## config.mk

```make
export PLATFORM = sky130hd
export DESIGN_NAME = proc_controller_v2
export DESIGN_NICKNAME = d
export VERILOG_FILES = /design/src/rtl/proc_controller_v2.sv
export SDC_FILE = /design/constraint.sdc
export NUM_CORES = 1
export LEC_CHECK = 0
export BUFFER_PORTS_ARGS = -buffer_cell sky130_fd_sc_hd__buf_4
export CAP_MARGIN = 20
export CORE_MARGIN = 3
export CORE_UTILIZATION = 45
export DETAILED_ROUTE_END_ITERATION = 16
export PLACE_DENSITY = 0.82
export SYNTH_ARGS = -nofsm -noshare
export SYNTH_HDL_FRONTEND = slang
export SYNTH_SLANG_ARGS = --single-unit
```

## constraint.sdc

```tcl
create_clock -name Clk -period 3.2 [get_ports Clk]
set_input_delay 0.48 -clock Clk [delete_from_list [all_inputs] [get_ports Clk]]
set_output_delay 0.48 -clock Clk [all_outputs]
set_load 0.02 [all_outputs]
```

## src/rtl/proc_controller_v2.sv

```systemverilog
// Fetch/decode/execute controller with req/ack instruction fetch, timeout fault,
// conditional relative branch and halt. All control outputs are registered Moore outputs.
module proc_controller_v2 #(
  parameter int PC_W     = 8,
  parameter int D_AW     = 8,
  parameter int FETCH_TO = 15
) (
  input  logic            Clk,
  input  logic            Reset,
  output logic [PC_W-1:0] Imem_addr,
  output logic            Imem_req,
  input  logic            Imem_ack,
  input  logic [15:0]     Imem_rdata,
  input  logic            ALU_Z,
  output logic [2:0]      ALU_s,
  output logic [3:0]      RF_Ra_addr,
  output logic [3:0]      RF_Rb_addr,
  output logic [3:0]      RF_W_addr,
  output logic            RF_W_en,
  output logic            RF_s,
  output logic [D_AW-1:0] D_addr,
  output logic            D_wr,
  output logic            Halted,
  output logic            Fault,
  output logic [15:0]     IR_Out,
  output logic [PC_W-1:0] PC_Out,
  output logic [3:0]      State_Out
);

  typedef enum logic [3:0] {
    S_INIT   = 4'd0,  S_FETCH  = 4'd1,  S_DECODE = 4'd2,  S_NOOP  = 4'd3,
    S_LOAD_A = 4'd4,  S_LOAD_B = 4'd5,  S_STORE  = 4'd6,  S_ADD   = 4'd7,
    S_SUB    = 4'd8,  S_JPZ    = 4'd9,  S_HALT   = 4'd10, S_FAULT = 4'd11
  } state_t;

  localparam logic [7:0] TO_LAST = 8'(FETCH_TO - 1);

  state_t                  state, nxt_state;
  logic [PC_W-1:0]         pc, nxt_pc;
  logic [15:0]             ir, nxt_ir;
  logic [7:0]              wait_cnt, nxt_cnt;
  logic signed [PC_W+7:0]  jpz_off;

  assign jpz_off   = {{PC_W{ir[7]}}, ir[7:0]};
  assign Imem_addr = pc;
  assign PC_Out    = pc;
  assign IR_Out    = ir;
  assign State_Out = state;

  always_comb begin
    nxt_state = state;
    nxt_pc    = pc;
    nxt_ir    = ir;
    nxt_cnt   = wait_cnt;
    case (state)
      S_INIT:   nxt_state = S_FETCH;
      S_FETCH: begin
        // ack on the final permitted wait cycle still completes the fetch
        if (Imem_ack) begin
          nxt_ir    = Imem_rdata;
          nxt_pc    = pc + PC_W'(1);
          nxt_cnt   = '0;
          nxt_state = S_DECODE;
        end else if (wait_cnt == TO_LAST) begin
          nxt_cnt   = '0;
          nxt_state = S_FAULT;
        end else begin
          nxt_cnt   = wait_cnt + 8'd1;
        end
      end
      S_DECODE: begin
        case (ir[15:12])
          4'h0:    nxt_state = S_NOOP;
          4'h1:    nxt_state = S_STORE;
          4'h2:    nxt_state = S_LOAD_A;
          4'h3:    nxt_state = S_ADD;
          4'h4:    nxt_state = S_SUB;
          4'h5:    nxt_state = S_HALT;
          4'h6:    nxt_state = S_JPZ;
          default: nxt_state = S_FAULT;
        endcase
      end
      S_LOAD_A: nxt_state = S_LOAD_B;
      S_JPZ: begin
        if (ALU_Z) nxt_pc = pc + jpz_off[PC_W-1:0];
        nxt_state = S_FETCH;
      end
      S_NOOP, S_LOAD_B, S_STORE, S_ADD, S_SUB: nxt_state = S_FETCH;
      S_HALT:   nxt_state = S_HALT;
      S_FAULT:  nxt_state = S_FAULT;
      default:  nxt_state = S_FAULT;
    endcase
  end

  // Outputs are decoded from the next state so they are registered yet aligned with the state.
  always_ff @(posedge Clk or negedge Reset) begin
    if (!Reset) begin
      state      <= S_INIT;
      pc         <= '0;
      ir         <= '0;
      wait_cnt   <= '0;
      Imem_req   <= 1'b0;
      ALU_s      <= 3'b000;
      RF_Ra_addr <= '0;
      RF_Rb_addr <= '0;
      RF_W_addr  <= '0;
      RF_W_en    <= 1'b0;
      RF_s       <= 1'b0;
      D_addr     <= '0;
      D_wr       <= 1'b0;
      Halted     <= 1'b0;
      Fault      <= 1'b0;
    end else begin
      state      <= nxt_state;
      pc         <= nxt_pc;
      ir         <= nxt_ir;
      wait_cnt   <= nxt_cnt;
      Imem_req   <= (nxt_state == S_FETCH);
      RF_W_en    <= (nxt_state inside {S_LOAD_B, S_ADD, S_SUB});
      RF_s       <= (nxt_state == S_LOAD_B);
      D_wr       <= (nxt_state == S_STORE);
      Halted     <= (nxt_state inside {S_HALT, S_FAULT});
      Fault      <= (nxt_state == S_FAULT);
      ALU_s      <= (nxt_state == S_ADD) ? 3'b001 :
                    (nxt_state == S_SUB) ? 3'b010 : 3'b000;
      RF_Ra_addr <= (nxt_state == S_STORE) ? nxt_ir[3:0] :
                    (nxt_state inside {S_ADD, S_SUB, S_JPZ}) ? nxt_ir[11:8] : 4'h0;
      RF_Rb_addr <= (nxt_state inside {S_ADD, S_SUB}) ? nxt_ir[7:4] : 4'h0;
      RF_W_addr  <= (nxt_state inside {S_LOAD_B, S_ADD, S_SUB}) ? nxt_ir[3:0] : 4'h0;
      D_addr     <= (nxt_state inside {S_LOAD_A, S_LOAD_B, S_STORE}) ?
                    nxt_ir[4+D_AW-1:4] : '0;
    end
  end

endmodule
```

==> Yosys cells after proc, flatten, opt, wreduce, memory -nomap -nowiden <==
Cells that the tools add are included.
{ "word_totals": {"ff_bits": 64, "output_inout_bits": 65} }
{ "op_classes": {"muxes": 18, "eq_ne": 28, "add_sub_neg": 3, "n_reduce_logical": 11} }
{ "ops": {"columns": ["operator", "n"], "rows": [
  ["$eq A4 B3 Y1 const B", 11],
  ["$mux W8", 5],
  ["$eq A4 B4 Y1 const B", 7],
  ["$pmux W4 S7", 1],
  ["$mux W12", 2],
  ["$mux W4", 6],
  ["$pmux W4 S5", 1],
  ["$add A8 B1 Y8 const B", 2],
  ["$eq A4 B2 Y1 const B", 4],
  ["$pmux W8 S2", 1],
  ["$eq A4 B1 Y1 const B", 3],
  ["$reduce_bool A3 Y1", 3],
  ["$add A8 B8 Y8", 1],
  ["$eq A8 B4 Y1 const B", 1],
  ["$logic_not A4 Y1", 2],
  ["$reduce_or A7 Y1", 1],
  ["$reduce_bool A2 Y1", 3],
  ["$mux W2", 2],
  ["$ne A2 B2 Y1 const B", 2],
  ["$reduce_and A3 Y1", 1],
  ["$reduce_and A2 Y1", 1]
]} }

==> Longest topological paths before layout <==
Gate-level depths: netlist of the first run.
{ "logic_depth": {"word_depth": 8, "depth_mapped": 11} }

==> Worst setup path after synthesis of the first run <==
No wires, ideal clock.
{ "synth_timing": {"path_type": "register to register", "startpoint": "reg state[1] (netlist: State_Out[1])", "endpoint": "reg pc[7] (netlist: Imem_addr[7])", "synth_period_minus_slack_ns": 2.899, "n_path_buf": 1, "path_stages_with_launch": 12, "path_slack_ns": 0.301, "arrival_time_ns": 2.770, "setup_ns": 0.130, "cell_sequence": "dfrtp_1 buf_2 nor4b_1 nand2_1 inv_1 ha_1 a21oi_1 o211ai_1 o41ai_1 xor2_1 nand2_1 xnor2_1"} }
{ "synth_between": {"elab_chain_len": 3, "elab_cells_between_ends": 7, "cone_classes": "eq/ne: 4; mux: 1; reduce/logical: 2"} }
{ "synth_rtl": {"columns": ["element", "line", "rtl"], "rows": [
  ["start: declaration", "38", "state_t state, nxt_state;"],
  ["start signal: assignment", "114", "state <= nxt_state;"],
  ["$eq A4 B4 Y1 / $eq A4 B1 Y1 (equally long branches)", "55", "case (state)"],
  ["$ne A2 B2 Y1 (no source line) / $reduce_bool A2 Y1 (equally long branches)", null, null],
  ["$reduce_and A3 Y1 (no source line)", null, null],
  ["end signal: assignment", "115", "pc <= nxt_pc;"],
  ["end: declaration", "39", "logic [PC_W-1:0] pc, nxt_pc;"]
]} }
Parallel ways exist; a longest one is shown, timed or not.
A chain may end at the register's enable or synchronous reset.

==> Worst setup path in the final report of the first run <==
{ "layout_timing": {"startpoint": "reg state[3] (netlist: State_Out[3])", "endpoint": "reg pc[7] (netlist: Imem_addr[7])"} }
Same word-level chain as after synthesis.

==> run metrics, run 1 <==
Post-Place Cells=413; routability cong.=0.784; final std cells w/o fill=428; H-Tree Depth=3; num ports=85; asr flop ratio synth=100%; hpwl dp=4.97 mm; Worst EP required=3.42 ns; Critical R2R Launch=State_Out[3]; global-route wire length before repair=11.1 mm; R2R Path End=Imem_addr[7]; DIE AREA=7460 um2; grt total ovfl=0; Mapped Avg Cell Area=11.0 um2; Pins Over Slew Limit=0; WL/cell=15.7 um; CTS tree=yes; initial antenna violation count=0; share of layout cells above drive strength 1=33.4%; Final setup viols=0; Core Area=6100 um2; via count=2218; Most used DFF post-synth=dfrtp_1; kind of critical path=reg -> reg; library cells used by synthesis=42; Max Cap Violations=0; Max FO, Critical Path=9; CTS Hold Bufs=0; Pwr per Cell Area=977 nW/um2; largest net degree at the start of global routing=65; fmax=0.374 GHz; Rows=28; R2R Setup Slk=0.52 ns; Sink Count=64; post-route ant nets=0; TNS Setup=0 ns; Synth Cell Area=2910 um2; Slew HR=48.8%; crit end category=register; Clock Latency Late Sink=0.33 ns; Root Buffer=clkbuf_8; leakage power=1.91 nW; clock skew=0.0105 ns; vias in the first global route=2287; Reg2Reg Depth=12; 1st-pass router iterations=6; Worst Setup Start Kind=register; Hold Crit Class=in -> async; min Tclk post-route=2.68 ns; Clock Pin Slew Worst Setup and Hold Paths=0.07 ns; Chip Height=86.4 um; Worst Tran Pin Value=0.769 ns; PortBufs=83; Initial Utilization=47.7%; DRT Wirelength=6.70 mm; post-cts sizing count=0; antenna cells=0; Setup Buffers After CTS=0; area grow syn2layout=30.1%; Layout Nets=379; GR Util All Layers=19.6%; total clock buffers created by CTS=9; RSZ-0062 raised after global routing=false; vias per cell=5.18; Worst Path Arrival=2.90 ns; status=completed; largest buffer count on any clock path=2; residual DRC count=0; Total Power=3.69 mW; die width=86.4 um; Syn Nets=295; fin crit share=83.6%; starting DRC count in detailed routing=82; Max VDD drop=736 uV; Post-synth EDFFs=0; cell count after synthesis=265; Synthesis Warnings=0; final hold violation count=0; Seq/Total Area, Yosys=55.1%; Seq cells post-synth=64
==> final cells by class <==
| type | instances | area, um2 |
|---|---|---|
| fillers | 510 | 2310 |
| clock buffers | 12 | 155 |
| clock inverters | 3 | 65.1 |
| well taps | 75 | 93.8 |
| multi-input cells | 166 | 1130 |
| repair buffers | 87 | 653 |
| flip-flops and latches | 64 | 1600 |
| inverters | 21 | 78.8 |
==> routing by layer <==
| metal | wire [um] | track usage, % | vias up |
|---|---|---|---|
| met2 | 3260 | 32.3 | 60 |
| met1 | 3000 | 24.9 | 1092 |
| met5 | 0 | 0 | - |
| met3 | 351 | 4.47 | 8 |
| met4 | 99 | 8.50 | 0 |
| li1 | - | - | 1058 |
==> critical path, cell delays in order (launching register included) <==
cell and delay (ns):
dfrtp_1 0.48, inv_1 0.10, nor4b_1 0.27, buf_4 0.21, nand2_1 0.10, inv_1 0.09, ha_1 0.22, a21oi_1 0.19
o211ai_1 0.15, o41ai_1 0.33, xor2_1 0.18, nand2_1 0.08, xnor2_1 0.15
==> kinds of logic after synthesis <==
kind of cell	Yosys count	synth area share [%]
buf+inv	35	5.94
compound gates	44	9.35
simple gates	82	14.9
fa+ha+maj	10	4.57
mux	20	7.32
xor+xnor	9	2.71
flops	64	55.1
other cells	1	0.129
==> flip-flops by register name, summed over array words and instances (netlist names) <==
name        count
ALU_s           2
D_addr          8
D_wr            1
Fault           1
Halted          1
IR_Out         16
Imem_addr       8
Imem_req        1
RF_Ra_addr      4
RF_Rb_addr      4
RF_W_addr       4
RF_W_en         1
RF_s            1
State_Out       4
wait_cnt        8
==> per-stage QoR <==
step | worst slack [ns] | hold slack, ns | area [um2] | util, %
after floorplan | 0.301 | 0.184 | 2910 | -
after global placement | 0.679 | 0.510 | 3560 | 58.4
after detailed placement | 0.550 | 0.526 | 3560 | 58.4
after CTS | 0.532 | 0.247 | 3780 | 62.0
after global routing | 0.229 | 0.285 | 3780 | 62.0
final | 0.523 | 0.221 | 3780 | 62.0
==> how the worst max path moves through the flow <==
stage                   end  depth (start not counted)          from  slack (ns)
2_1_floorplan  Imem_addr[7]                         11  State_Out[1]        0.30
3_3_place_gp   Imem_addr[7]                         12  State_Out[3]        0.68
3_5_place_dp   Imem_addr[7]                         12  State_Out[3]        0.55
4_1_cts        Imem_addr[7]                         12  State_Out[3]        0.53
5_1_grt        Imem_addr[7]                         12  State_Out[3]        0.23
6_report       Imem_addr[7]                         12  State_Out[3]        0.52
==> cells in the mapped netlist (2+ instances only) <==
cell type  count  area (um2)
nor2b_1        3        18.8
nor3_1         7        35.0
mux2_2        10         113
a21oi_1       10        50.1
nand2_1       13        48.8
dfrtp_1       64        1600
xor2_1         6        52.6
ha_1           9         113
buf_2          3        15.0
nor2_1        28         105
o21ai_0       21         105
mux2i_1       10         100
and3_1         3        18.8
o31ai_1        2        15.0
nand2b_1       7        43.8
nor4b_1        2        17.5
and2_1         6        37.5
inv_1         20        75.1
o211ai_1       2        15.0
buf_4         10        75.1
xnor2_1        3        26.3
nand3_1        6        30.0
==> cell usage in the layout (no fill, tap or decap), types with 2 or more instances in the layout <==
| master | instances |
|---|---|
| nor3_1 | 7 |
| o21ai_0 | 21 |
| nand3_1 | 6 |
| o211ai_1 | 2 |
| xor2_1 | 6 |
| clkbuf_8 | 11 |
| a21oi_1 | 10 |
| nor2_1 | 27 |
| ha_1 | 9 |
| and3_1 | 3 |
| mux2_2 | 10 |
| dfrtp_1 | 64 |
| nand2b_1 | 7 |
| mux2i_1 | 10 |
| o31ai_1 | 2 |
| xnor2_1 | 3 |
| bufinv_16 | 2 |
| nor4b_1 | 2 |
| inv_1 | 20 |
| nand2_1 | 13 |
| nor2b_1 | 3 |
| and2_1 | 6 |
| buf_4 | 87 |
==> power breakdown <==
part / total (mW) / switching [mW] / leakage (nW) / internal [mW]
sequential: 1.26 / 0.232 / 0.826 / 1.02
clock: 0.763 / 0.287 / 0.112 / 0.476
combinational: 1.67 / 0.953 / 0.971 / 0.720
Note: power is estimated with default switching activity, not from simulation.
==> inputs of run 2 (changes only) <==
ABC_AREA = 1   (was unset)
PLACE_DENSITY = 0.81   (was 0.82)
clock period = 2.7 ns   (was 3.2 ns; I/O delays follow)
==> run 2 against run 1 <==
Net effect: sequential share of layout area decreased by 3.1 points; die area increased by 9.8%; design area increased by 8.0%; total power decreased by 48%; final cell count increased by 28%; global-route usage decreased by 1.1 points; clock-buffer cell count decreased by 1; clock skew decreased by 0.0021 ns; combinational power decreased by 97%; critical path type unchanged.
==> run metrics, run 2 <==
starting DRC count in detailed routing=130 (was 82); CTS tree=yes (unchanged); clock skew=0.00842 ns (was 0.0105 ns); Pwr per Cell Area=470 nW/um2 (was 977 nW/um2); Max Cap Violations=0 (unchanged); top-count cell post-synth=nand2_1 (was dfrtp_1); Finished Core Util=59.5% (was 62.0%); hpwl dp=5.52 mm (was 4.97 mm); post-cts sizing count=0 (unchanged); DIE AREA=8180 um2 (was 7460 um2); global-route wire length before repair=12.0 mm (was 11.1 mm); vias in the first global route=2548 (was 2287); Rows=30 (was 28); TNS Setup=0 ns (unchanged); routing usage on met3=4.83% (was 4.47%); Worst EP required=2.91 ns (was 3.42 ns); residual DRC count=0 (unchanged); Most Used Layer, Global Route=met2 (unchanged); Clock Pin Slew Worst Setup and Hold Paths=0.07 ns (about the same); Worst Path Arrival=2.42 ns (was 2.90 ns); Synth top area share=49.9% (was 55.1%); routability cong.=0.931 (was 0.784); Pins Over Slew Limit=0 (unchanged); Synth Cell Area=3210 um2 (was 2910 um2); commonest non-fill, non-tap cell in the layout=buf_4 (unchanged); library cells used by synthesis=32 (was 42); hold_ws=0.141 ns (was 0.221 ns); Slew HR=48.0% (was 48.8%); Core Area=6870 um2 (was 6100 um2); cell count after synthesis=364 (was 265); largest buffer count on any clock path=2 (unchanged); Post-DP Area=3860 um2 (was 3560 um2); Layout Nets=475 (was 379); Syn Nets=394 (was 295); grt total ovfl=0 (unchanged); commonest cells after routing, fill and taps aside=83 x buf_4, 79 x nand2_1, 64 x dfrtp_1 (was 87 x buf_4, 64 x dfrtp_1, 27 x nor2_1); Max VDD drop=232 uV (was 736 uV); Root Buffer=clkbuf_8 (unchanged); DRT Wirelength=7.42 mm (was 6.70 mm); total clock buffers created by CTS=9 (unchanged); Hold Crit Class=in -> async (unchanged); Final setup viols=0 (unchanged); CTS Hold Bufs=0 (unchanged); Yosys top cell by area=dfrtp_1 (unchanged); min Tclk post-route=2.21 ns (was 2.68 ns); Synthesis Warnings=0 (unchanged); Seq/Total Area, Yosys=49.9% (was 55.1%); PortBufs=83 (unchanged); GR Util met2=31.5% (was 32.3%); asr flop ratio synth=100% (unchanged); post-route ant nets=0 (unchanged); 1st-pass router iterations=5 (was 6); Setup Buffers After CTS=0 (unchanged); crit end category=register (unchanged); Most used DFF post-synth=dfrtp_1 (unchanged); WL/cell=13.6 um (was 15.7 um); Seq cells post-synth=64 (unchanged); fmax=0.453 GHz (was 0.374 GHz); fin crit share=81.7% (was 83.6%); synth top area cells=dfrtp_1 50%, nand2_1 9.2%, inv_1 5.6% (was dfrtp_1 55%, ha_1 3.9%, mux2_2 3.9%); kind of critical path=reg -> reg (unchanged); top post-synthesis cells by count=79 x nand2_1, 64 x dfrtp_1, 48 x inv_1 (was 64 x dfrtp_1, 28 x nor2_1, 21 x o21ai_0); num ports=85 (unchanged); antenna cells=0 (unchanged); Worst Setup Start Kind=register (unchanged); GR Util All Layers=18.5% (was 19.6%); Sink Count=64 (unchanged); leakage power=2.20 nW (was 1.91 nW); Max FO, Critical Path=8 (was 9); Worst Tran Pin Value=0.780 ns (was 0.769 ns); Post-synth EDFFs=0 (unchanged); die width=90.5 um (was 86.4 um); Finished Cell Area=4080 um2 (was 3780 um2); M1 GR Usage=22.4% (was 24.9%); H-Tree Depth=3 (unchanged); Mapped Avg Cell Area=8.82 um2 (was 11.0 um2); initial antenna violation count=0 (unchanged); final hold violation count=0 (unchanged); via count=2601 (was 2218); DP Worst Slack=0.519 ns (was 0.550 ns); share of layout cells above drive strength 1=30.2% (was 33.4%); max reg flops=16 (unchanged); largest net degree at the start of global routing=65 (unchanged); Clock Latency Late Sink=0.34 ns (was 0.33 ns); area grow syn2layout=27.2% (was 30.1%); Chip Height=90.5 um (was 86.4 um); Initial Utilization=46.7% (was 47.7%); RSZ-0062 raised after global routing=false (unchanged); status=completed (unchanged); vias per cell=4.76 (was 5.18); final worst setup slack=0.494 ns (was 0.523 ns)
[run 2: report_power, final]
group	switching (mW)	internal (mW)
Clock	0.373	0.546
Sequential	0	0.958
Combinational	0.0251	0.0173
Total	0.398	1.52
[run 2: final cells by class]
class                   instances  area, um2
multi-input cells             230       1310
clock buffers                  11        141
fillers                       593       2790
well taps                      96        120
inverters                      57        214
flip-flops and latches         64       1600
clock inverters                 5       78.8
repair buffers                 83        623
[run 2: routing by layer]
| layer | share of wire (%) | vias up | wire [um] |
|---|---|---|---|
| met2 | 50 | 94 | 3730 |
| met3 | 6.3 | 14 | 465 |
| met1 | 41 | 1199 | 3060 |
| met4 | 2.2 | 0 | 165 |
| met5 | 0 | - | 0 |
| li1 | - | 1294 | - |
[run 2: critical path, stage by stage, from the launching register on]
cell	delay [ns]
dfrtp_1	0.40
inv_1	0.14
nor2_2	0.07
nand2_2	0.16
inv_2	0.06
nand2_1	0.06
ha_1	0.15
inv_1	0.07
fa_1	0.41
inv_1	0.09
a21oi_1	0.06
o21ai_0	0.19
xor2_1	0.15
o21ai_0	0.08
[run 2: cells by family (layout without fill, tap and decap cells)]
| family | Yosys count | in the layout | share of synthesized area (%) |
|---|---|---|---|
| other | 1 | 1 | 0.117 |
| DFF | 64 | 64 | 49.9 |
| buffers and inverters | 70 | 156 | 9.47 |
| adders and majority gates | 10 | 10 | 4.13 |
| and+or+nand+nor | 154 | 154 | 23.5 |
| muxes | 2 | 2 | 0.701 |
| AOI/OAI and AO/OA | 56 | 56 | 10.3 |
| xor gates and xnor gates | 7 | 7 | 1.91 |
[run 2: final timing paths]
check,slack (ns),to,from,cells past startpoint
worst max-delay path,0.49,Imem_addr[4],State_Out[0],13
worst min-delay path,0.14,State_Out[1],Reset,1
worst max register to register,0.49,Imem_addr[4],State_Out[0],13
worst min register to register,0.55,Imem_addr[4],Imem_addr[4],2
max in group asynchronous,2.05,wait_cnt[5],Reset,1
min in group Clk,0.30,IR_Out[0],Imem_rdata[0],3
[run 2: through the flow]
stage | cells | power (mW)
finish | 546 | 1.92
global route | 546 | 1.98
CTS | 546 | 1.94
detailed placement | 530 | 1.02
global placement | 530 | 1.02
floorplan | 364 | 0.980
==> inputs of run 3 (changes only) <==
clock period = 2.26 ns   (was 2.7 ns; I/O delays follow)
==> run 3 against run 2 <==
Net effect: total power grew 21%; largest power group unchanged; largest cell class unchanged; clock power grew 23%; worst setup slack lost 0.37 ns; utilization grew 1.3 points.
==> run metrics, run 3 (synthesized netlist as in run 2, its figures left out) <==
status=completed (unchanged); kind of critical path=reg -> reg (unchanged); vias in the first global route=2705 (was 2548); R2R Setup Slk=0.12 ns (was 0.49 ns); sw frac=22.8% (was 20.7%); WL/cell=14.1 um (was 13.6 um); Worst Path Arrival=2.37 ns (was 2.42 ns); H-Tree Depth=3 (unchanged); Final setup viols=0 (unchanged); via count=2711 (was 2601); fmax=0.468 GHz (was 0.453 GHz); Slew HR=47.8% (was 48.0%); largest buffer count on any clock path=2 (unchanged); global-route wire length before repair=12.7 mm (was 12.0 mm); GR Util All Layers=19.7% (was 18.5%); Crit-path slowest cell=dfrtp_1 (was fa_1); Max Cap Violations=0 (unchanged); min Tclk post-route=2.14 ns (was 2.21 ns); sequential share of power=49.2% (was 49.9%); Finished Core Util=60.7% (was 59.5%); Worst EP required=2.50 ns (was 2.91 ns); hpwl dp=5.56 mm (was 5.52 mm); Critical R2R Launch=State_Out[3] (was State_Out[0]); largest net degree at the start of global routing=65 (unchanged); Comb power frac=2.2% (about the same); area grow syn2layout=30.0% (was 27.2%); Hold Crit Class=in -> async (unchanged); CTS tree=yes (unchanged); share of layout cells above drive strength 1=33.2% (was 30.2%); Setup crit start=State_Out[3] (was State_Out[0]); clock power share=48.7% (was 47.9%); Reg2Reg Depth=14 (was 13); Clock Latency Late Sink=0.35 ns (was 0.34 ns); commonest cells after routing, fill and taps aside=91 x buf_4, 79 x nand2_1, 63 x dfrtp_1 (was 83 x buf_4, 79 x nand2_1, 64 x dfrtp_1); Max FO, Critical Path=6 (was 8); num ports=85 (unchanged); DP Worst Slack=0.0132 ns (was 0.519 ns); commonest non-fill, non-tap cell in the layout=buf_4 (unchanged); max reg flops=16 (unchanged); post-route ant nets=0 (unchanged); DIE AREA=8180 um2 (unchanged); routability cong.=0.899 (was 0.931); Most Used Layer, Global Route=met2 (unchanged); final hold violation count=0 (unchanged); routing usage on met3=4.92% (was 4.83%); Rows=30 (unchanged); R2R Path End=Imem_addr[7] (was Imem_addr[4]); clock skew=0.00960 ns (was 0.00842 ns); initial antenna violation count=0 (unchanged); Crit path top cell by count=nand2_1 (was inv_1); final worst setup slack=0.122 ns (was 0.494 ns); TNS Setup=0 ns (unchanged); switching power=0.530 mW (was 0.398 mW); Root Buffer=clkbuf_8 (unchanged); M1 GR Usage=24.2% (was 22.4%); Sink Count=64 (unchanged); Internal Dissipation=1.80 mW (was 1.52 mW); residual DRC count=0 (unchanged); 1st-pass router iterations=4 (was 5); Chip Height=90.5 um (unchanged); vias per cell=4.89 (was 4.76); crit end category=register (unchanged); Pins Over Slew Limit=0 (unchanged); CTS Hold Bufs=0 (unchanged); leakage power=2.23 nW (was 2.20 nW); hold_ws=0.0518 ns (was 0.141 ns); Worst Tran Pin Value=0.783 ns (was 0.780 ns); antenna cells=0 (unchanged); Initial Utilization=46.7% (unchanged); total clock buffers created by CTS=9 (unchanged); DRT Wirelength=7.79 mm (was 7.42 mm); slowest cell delay on critical path=0.41 ns (about the same); Pwr per Cell Area=558 nW/um2 (was 470 nW/um2); GR Util met2=32.7% (was 31.5%); Core Area=6870 um2 (unchanged); Post-Place Cells=533 (was 530); cells along the critical path=inv_2 > nor2_1 > nand2_2 > buf_4 > nor2_1 > ha_1 > inv_1 > o21bai_1 > nand2_1 > nand3_1 > nand2_1 > inv_1 > o21ai_0 > nand2_1 (was inv_1 > nor2_2 > nand2_2 > inv_2 > nand2_1 > ha_1 > inv_1 > fa_1 > inv_1 > a21oi_1 > o21ai_0 > xor2_1 > o21ai_0); Max VDD drop=317 uV (was 232 uV); Clock Pin Slew Worst Setup and Hold Paths=0.08 ns (was 0.07 ns); final std cells w/o fill=554 (was 546); PortBufs=83 (unchanged); die width=90.5 um (unchanged); Worst Setup Start Kind=register (unchanged); Layout Nets=483 (was 475); grt total ovfl=0 (unchanged); fin crit share=94.6% (was 81.7%); starting DRC count in detailed routing=196 (was 130)
-- run 3: cell count changes in the layout (fill, tap and decap cells not counted), sizes merged --
cell    previous run  this run
buf               83        91
clkbuf            11         9
clkinv             2         4
-- run 3: final cells by class --
cell class | count | area, um2
clock buffer | 9 | 124
clock inverter | 7 | 104
fill | 589 | 2700
inverter | 57 | 214
multi-input combinational | 230 | 1330
sequential | 64 | 1600
tap | 96 | 120
timing repair buffer | 91 | 683
-- run 3: power groups by stage --
stage                     clock, mW  sequential [mW]  combinational, mW
after floorplan                   0             1.17            0.00368
after global placement            0             1.17             0.0520
after detailed placement          0             1.17             0.0527
after CTS                      1.15             1.14             0.0527
after global routing           1.20             1.14             0.0565
final                          1.13             1.14             0.0506
-- run 3: layer usage --
metal	wire length [um]	part of all wire, %	up-vias
li1	-	-	1310
met1	3250	42	1294
met2	3950	51	92
met3	423	5.4	15
met4	161	2.1	0
met5	0	0	-
-- run 3: worst max-delay path by stage --
stage | end | slack [ns] | cells past startpoint
2_1_floorplan | Imem_addr[4] | 0.14 | 13
3_3_place_gp | Imem_addr[4] | 0.15 | 13
3_5_place_dp | Imem_addr[4] | 0.01 | 13
4_1_cts | Imem_addr[4] | 0.08 | 13
5_1_grt | Imem_addr[4] | -0.06 | 13
6_report | Imem_addr[7] | 0.12 | 14
-- run 3: repair_timing --
action                     CTS  global route
hold endpoints to repair     0             0
setup buffers                1             4
pin swaps                    1             1
setup endpoints to repair    1             4
resized for setup            1             8
-- run 3: metrics by stage --
stage	area, um2	power (mW)
floorplan	3210	1.17
global placement	3890	1.22
detailed placement	3890	1.22
CTS	4120	2.35
global route	4170	2.40
finish	4170	2.33
-- run 3: critical path, delay by kind of cell (launching register included) --
kind                       cells  cell delay [ns]
and+or+nand+nor                7             0.66
DFF                            1             0.41
buffers and inverters          4             0.38
AOI/OAI and AO/OA              2             0.30
adders and majority gates      1             0.27
